## src/rtl/div_unit_pkg.sv

```systemverilog
// Shared definitions for the multi-cycle integer divider and the EX-stage HI/LO split.
package div_unit_pkg;

    localparam int unsigned DIV_DATA_W   = 32;
    localparam int unsigned DIV_RESULT_W = 2 * DIV_DATA_W;
    localparam int unsigned DIV_WORK_W   = 2 * DIV_DATA_W + 1;
    localparam int unsigned DIV_STEPS    = 32;
    localparam int unsigned DIV_CNT_W    = 6;

    // Result field positions: remainder goes to HI, quotient to LO
    localparam int unsigned DIV_REM_MSB = 63;
    localparam int unsigned DIV_REM_LSB = 32;
    localparam int unsigned DIV_QUO_MSB = 31;
    localparam int unsigned DIV_QUO_LSB = 0;

    localparam logic [DIV_RESULT_W-1:0] DIV_RESULT_ZERO = 64'h0;

    typedef enum logic [1:0] {
        DIV_IDLE   = 2'b00,
        DIV_BYZERO = 2'b01,
        DIV_ON     = 2'b10,
        DIV_END    = 2'b11
    } div_state_e;

    typedef struct packed {
        logic [DIV_DATA_W-1:0] rem;
        logic [DIV_DATA_W-1:0] quo;
    } div_result_t;

    // Two's-complement negation, shared by operand magnitude and sign correction
    function automatic logic [DIV_DATA_W-1:0] div_neg(input logic [DIV_DATA_W-1:0] x);
        return ~x + DIV_DATA_W'(1);
    endfunction

    function automatic logic [DIV_DATA_W-1:0] div_mag(input logic [DIV_DATA_W-1:0] x,
                                                      input logic               is_signed);
        return (is_signed && x[DIV_DATA_W-1]) ? div_neg(x) : x;
    endfunction

endpackage

```

## src/rtl/div_unit_step.sv

```systemverilog
// One restoring-division step: trial subtract of the divisor from the partial remainder.
module div_step
    import div_unit_pkg::*;
(
    input  logic [DIV_WORK_W-1:0] i_work,
    input  logic [DIV_DATA_W-1:0] i_divisor,
    output logic [DIV_WORK_W-1:0] o_work
);

    logic [DIV_DATA_W:0] w_diff;
    logic                w_unused_msb;

    // The top bit only carries the shifted-out remainder bit; the step never reads it
    assign w_unused_msb = i_work[DIV_WORK_W-1];
    assign w_diff       = {1'b0, i_work[2*DIV_DATA_W-1:DIV_DATA_W]} - {1'b0, i_divisor};

    always_comb begin
        if (w_diff[DIV_DATA_W]) begin
            o_work = {i_work[2*DIV_DATA_W-1:0], 1'b0};
        end else begin
            o_work = {w_diff[DIV_DATA_W-1:0], i_work[DIV_DATA_W-1:0], 1'b1};
        end
    end

endmodule

```

## src/rtl/div_unit.sv

```systemverilog
// Multi-cycle 32-bit restoring divider for DIV/DIVU; EX holds start_i high until ready_o.
module div_unit
    import div_unit_pkg::*;
#(
    parameter int unsigned DATA_W = DIV_DATA_W
) (
    input  logic                clk,
    input  logic                rst,
    input  logic                signed_div_i,
    input  logic [DATA_W-1:0]   opdata1_i,
    input  logic [DATA_W-1:0]   opdata2_i,
    input  logic                start_i,
    input  logic                annul_i,
    output logic [2*DATA_W-1:0] result_o,
    output logic                ready_o
);

    div_state_e            r_state, w_state_nxt;
    logic [DIV_WORK_W-1:0] r_work, w_work_nxt, w_work_step;
    logic [DIV_CNT_W-1:0]  r_cnt, w_cnt_nxt;
    logic [DIV_DATA_W-1:0] r_divisor, w_divisor_nxt;
    logic                  r_neg_quo, w_neg_quo_nxt;
    logic                  r_neg_rem, w_neg_rem_nxt;
    div_result_t           r_result, w_result_nxt;
    logic                  r_ready, w_ready_nxt;
    logic [DIV_DATA_W-1:0] w_quo_raw, w_rem_raw;

    div_step u_step (
        .i_work    (r_work),
        .i_divisor (r_divisor),
        .o_work    (w_work_step)
    );

    assign w_quo_raw = r_work[DIV_DATA_W-1:0];
    assign w_rem_raw = r_work[DIV_WORK_W-1:DIV_DATA_W+1];

    // State register
    always_ff @(posedge clk) begin
        if (rst) begin
            r_state <= DIV_IDLE;
        end else begin
            r_state <= w_state_nxt;
        end
    end

    // Next state and next datapath/output values
    always_comb begin
        w_state_nxt   = r_state;
        w_work_nxt    = r_work;
        w_cnt_nxt     = r_cnt;
        w_divisor_nxt = r_divisor;
        w_neg_quo_nxt = r_neg_quo;
        w_neg_rem_nxt = r_neg_rem;
        w_result_nxt  = r_result;
        w_ready_nxt   = r_ready;

        case (r_state)
            DIV_IDLE: begin
                w_ready_nxt  = 1'b0;
                w_result_nxt = DIV_RESULT_ZERO;
                if (start_i && !annul_i) begin
                    if (opdata2_i == '0) begin
                        w_state_nxt = DIV_BYZERO;
                    end else begin
                        w_neg_quo_nxt = signed_div_i && (opdata1_i[DATA_W-1] ^ opdata2_i[DATA_W-1]);
                        w_neg_rem_nxt = signed_div_i && opdata1_i[DATA_W-1];
                        w_divisor_nxt = div_mag(opdata2_i, signed_div_i);
                        w_work_nxt    = {DIV_DATA_W'(0), div_mag(opdata1_i, signed_div_i), 1'b0};
                        w_cnt_nxt     = '0;
                        w_state_nxt   = DIV_ON;
                    end
                end
            end
            DIV_BYZERO: begin
                w_result_nxt = DIV_RESULT_ZERO;
                w_ready_nxt  = 1'b1;
                w_state_nxt  = DIV_END;
            end
            DIV_ON: begin
                // A withdrawn or annulled request beats both the step and the finalize
                if (annul_i || !start_i) begin
                    w_ready_nxt  = 1'b0;
                    w_result_nxt = DIV_RESULT_ZERO;
                    w_state_nxt  = DIV_IDLE;
                end else if (r_cnt == DIV_CNT_W'(DIV_STEPS)) begin
                    w_result_nxt.quo = r_neg_quo ? div_neg(w_quo_raw) : w_quo_raw;
                    w_result_nxt.rem = r_neg_rem ? div_neg(w_rem_raw) : w_rem_raw;
                    w_ready_nxt      = 1'b1;
                    w_state_nxt      = DIV_END;
                end else begin
                    w_work_nxt = w_work_step;
                    w_cnt_nxt  = r_cnt + DIV_CNT_W'(1);
                end
            end
            DIV_END: begin
                if (annul_i || !start_i) begin
                    w_ready_nxt  = 1'b0;
                    w_result_nxt = DIV_RESULT_ZERO;
                    w_state_nxt  = DIV_IDLE;
                end
            end
            default: begin
                w_state_nxt = DIV_IDLE;
            end
        endcase
    end

    // Datapath and output registers
    always_ff @(posedge clk) begin
        if (rst) begin
            r_work    <= '0;
            r_cnt     <= '0;
            r_divisor <= '0;
            r_neg_quo <= 1'b0;
            r_neg_rem <= 1'b0;
            r_result  <= DIV_RESULT_ZERO;
            r_ready   <= 1'b0;
        end else begin
            r_work    <= w_work_nxt;
            r_cnt     <= w_cnt_nxt;
            r_divisor <= w_divisor_nxt;
            r_neg_quo <= w_neg_quo_nxt;
            r_neg_rem <= w_neg_rem_nxt;
            r_result  <= w_result_nxt;
            r_ready   <= w_ready_nxt;
        end
    end

    assign result_o = r_result;
    assign ready_o  = r_ready;

endmodule

```

## config.mk

```make
export PLATFORM = sky130hd
export DESIGN_NAME = div_unit
export DESIGN_NICKNAME = d
export VERILOG_FILES = /design/src/rtl/div_unit_pkg.sv /design/src/rtl/div_unit_step.sv /design/src/rtl/div_unit.sv
export SDC_FILE = /design/constraint.sdc
export NUM_CORES = 1
export LEC_CHECK = 0
export CAP_MARGIN = 20
export CELL_PAD_IN_SITES_DETAIL_PLACEMENT = 2
export CELL_PAD_IN_SITES_GLOBAL_PLACEMENT = 2
export CORE_MARGIN = 1.5
export CORE_UTILIZATION = 30
export DETAILED_ROUTE_END_ITERATION = 6
export HOLD_SLACK_MARGIN = 0.06
export PLACE_DENSITY = 0.76
export SETUP_SLACK_MARGIN = 0.02
export SKIP_CTS_REPAIR_TIMING = 1
export SLEW_MARGIN = 10
export SYNTH_ARGS = -nofsm -noshare
export SYNTH_HDL_FRONTEND = slang
export SYNTH_SLANG_ARGS = --single-unit
```

## constraint.sdc

```tcl
create_clock -name clk -period 3.38 [get_ports clk]
set_input_delay 0.338 -clock clk [delete_from_list [all_inputs] [get_ports clk]]
set_output_delay 0.338 -clock clk [all_outputs]
set_load 0.01 [all_outputs]
```

==> impl_metrics.toml <==
[clock_tree]
cts.sinks = 172
cts_max_path_buffers = 2
cts_tree = "done"
h-tree-depth = 4
ctsRootBufferMaster = "clkbuf_16"
cts_buffers = 17
clk_latency_ns = 0.45
path_clk_slew_ns = 0.09

[critical_path]
crit_chain = "inv_1 -> ha_1 -> fa_2 -> nor2b_4 -> o31ai_2 -> a211oi_2 -> o2111ai_2 -> a21oi_2 -> o21ai_0 -> buf_4 -> a21oi_4 -> buf_4 -> clkbuf_16 -> mux2i_1 -> o21ai_0"
max_stage_delay_ns = 0.39
cpLargestDelayFamily = "compound AO/OA/AOI/OAI gates"
path_depth = 15
crit_required_ns = 3.70
worstReg2RegEnd = "r_work[36]"
path_max_fanout = 10
cp.arrival_ns = 3.51
cp-end-kind = "flop"
slowest_stage = "fa_2"
rrSetupSlack_ns = 0.20
rr_worst_depth = 15
critPathKind = "reg2reg"
path_buf_inv = 4
r2r-start = "r_work[32]"
crit_path_start_kind = "flop"

[global_routing]
grt_max_degree = 68
first_global_vias = 11590
grt_pass1_wl_mm = 65.0
grt.total_usage_pct = 21.6
antenna_found_initial = 0
grt_remaining_overflow = 0

[power_and_ir_drop]
power.internal_uw = 4260
p_clk_share_pct = 30.3
p_leak_uw = 0.00546
switching_share_pct = 38.7
power_density_nw_per_um2 = 490
p_switching_uw = 2680
pwr-share-comb_pct = 36.1
worst_ir_drop_vdd_mv = 0.253
seq_power_share_pct = 33.5

[worst_hold_path]
worstHoldStart = "rst"
hold_depth = 2
worstHoldPathType = "in2reg"
min_to = "r_state[1]"

[sta]
maxSlewViolCount = 0
fin_crit_sh_pct = 94.2
setup_viol = 0
fmax_ghz = 0.314
worst_pin_slew_ns = 0.832
fin_skew_ns = 0.0173
grt_setup_unrepaired = "yes"
hold_violations = 0
slew_headroom_pct = 44.4
fin_crit_ns = 3.18

[synth]
yosysWarnings = 0
synth-main-ff-cell = "dfxtp_1"
yosysUniqueCellTypes = 65
synth_nets = 1530
ys_async_sr_fraction_pct = 0
synthesis.area_um2 = 10900
synth-edff-count = 0
syn_avg_cell_area_um2 = 7.72
netlist_instances = 1416
synth-seq-area-share_pct = 31.5
synth-seq-cells = 172

[die]
die_area_um2 = 37600
core_um2 = 35700
die_y_um = 194
io_pins = 134
initial_core_util_pct = 30.6
fp.dieW_um = 194
num_rows = 69

[route]
wl_mm = 41.3
wl_met2_mm = 19.1
first_pass_iters = 6
routed.top_layer = "met4"
route.detailed.drc = 7
first_iter_violations = 478
met1_length_mm = 20.4
vias = 11094
viasPerCell = 5.35
wl_per_cell_um = 19.9
met3WireLength_mm = 1.05
ant_nets = 0

[finish]
antenna_cells = 0
nets = 1713
final_area_um2 = 14200
drive_gt1_share_pct = 10.9
final_util_pct = 39.6
area_growth_pct = 29.6

[placement]
hpwl_mm = 32.5
gp_congestion = 0.828
dpl_cell_area_um2 = 13400
portBuffers = 133

[status]
status = "finished, violations left"
violations = "design-rule violations"

[run]
maxCapViolCount = 0
## area by class of cell
type | count | area (µm²)
Clock buffer | 17 | 425
Clock inverter | 15 | 196
Fill cell | 4133 | 21600
Inverter | 52 | 195
Multi-Input combinational cell | 1112 | 7050
Sequential cell | 172 | 3440
Tap cell | 461 | 577
Timing Repair Buffer | 244 | 2280
## cells in the final DEF (no fill, tap or decap), drive strengths merged, types with 8 or more instances in the layout
cell type and count:
nand2 186, dfxtp 172, nor2 158, clkdlybuf4s50 132, buf 110, a21oi 104, o21ai 96, xnor2 91
inv 59, xor2 56, ha 44, a211oi 38, a22oi 37, mux2i 32, nor3 29, o31ai 24
a21o 20, clkbuf 19, a22o 18, nand3 17, o41ai 14, or4 14, o21a 13, nor4 13
nor2b 12, or3 11, nand4 10, and3 8
## cells by family (layout without fill, tap and decap cells)
kind of cell    count (synthesis)  count (layout)  share of synthesized area [%]
buf+inv                       132             328                           4.82
xor+xnor                      147             147                           11.8
compound gates                397             397                           23.2
fa+ha+maj                      45              45                           5.22
simple gates                  491             491                           20.5
flops                         172             172                           31.5
mux                            32              32                           2.93
## sequential cells by signal (all words and copies together), names as in the netlist
name,cells
result_o,64
ready_o,1
r_work,65
r_neg_quo,1
r_cnt,6
r_neg_rem,1
r_state,2
r_divisor,32
## layer usage
metal  GRT usage (%)  vias up
met3            2.57       42
met1            30.0     5529
met5               0        -
li1                -     5357
met2            35.4      166
met4            5.84        0
## per-stage QoR
stage               instances  TNS, ns  setup WS [ns]  power [µW]  hold WS, ns
floorplan                1416        0          0.220        3920        0.432
global placement         2035    -1.03         -0.201        4680        0.458
detailed placement       2036    -5.92         -0.183        4790        0.463
CTS                      2068   -0.692         -0.191        6920        0.417
global route             2073  -0.0141       -0.00774        7350        0.442
finish                   2073        0          0.197        6940        0.408
## Yosys cell counts, types with 2 or more instances
library cell	count	area [µm²]
buf_1	3	11.3
xor2_1	56	490
nor2b_1	11	68.8
or3_1	11	68.8
clkbuf_1	59	221
dfxtp_1	172	3440
a22o_1	18	158
xnor2_1	91	797
o21ai_0	96	480
nand2b_1	7	43.8
ha_1	44	551
inv_1	51	191
nand3_1	17	85.1
or4_1	13	97.6
o41ai_1	14	123
a21oi_1	104	521
o21bai_1	3	22.5
nand2_1	186	698
a31oi_1	3	18.8
nand3b_1	4	30.0
nand4_1	10	62.6
and3_1	8	50.1
and2_1	4	25.0
nand4b_1	3	26.3
o31ai_1	24	180
mux2i_1	32	320
o211a_1	2	20.0
nor4b_4	2	47.6
nor3b_1	3	22.5
a21o_1	20	150
a22oi_1	37	278
nor3_1	29	145
o22ai_1	2	12.5
a211oi_1	38	285
o2111ai_1	3	26.3
o21a_1	13	97.6
nor4_1	13	81.3
and4_1	2	17.5
clkbuf_2	3	15.0
o211ai_1	4	30.0
or2_2	5	31.3
buf_2	13	65.1
a21boi_0	4	30.0
nor2_1	158	593
## worst max path at each step
stage	from	endpoint	slack [ns]
after floorplan	r_work[32]	r_work[59]	0.22
after global placement	r_work[32]	r_work[62]	-0.20
after detailed placement	opdata2_i[12]	r_divisor[4]	-0.18
after CTS	r_work[32]	r_work[62]	-0.19
after global routing	r_work[32]	r_work[36]	-0.008
final	r_work[32]	r_work[36]	0.20
## power by group through the flow
stage                     sequential [µW]  clock (µW)  combinational (µW)
after detailed placement             2370           0                2420
after global routing                 2350        2240                2770
after global placement               2360           0                2320
after floorplan                      2300           0                1610
final                                2330        2110                2510
after CTS                            2320        2150                2440
No activity file was read; power rests on OpenSTA's default activity.
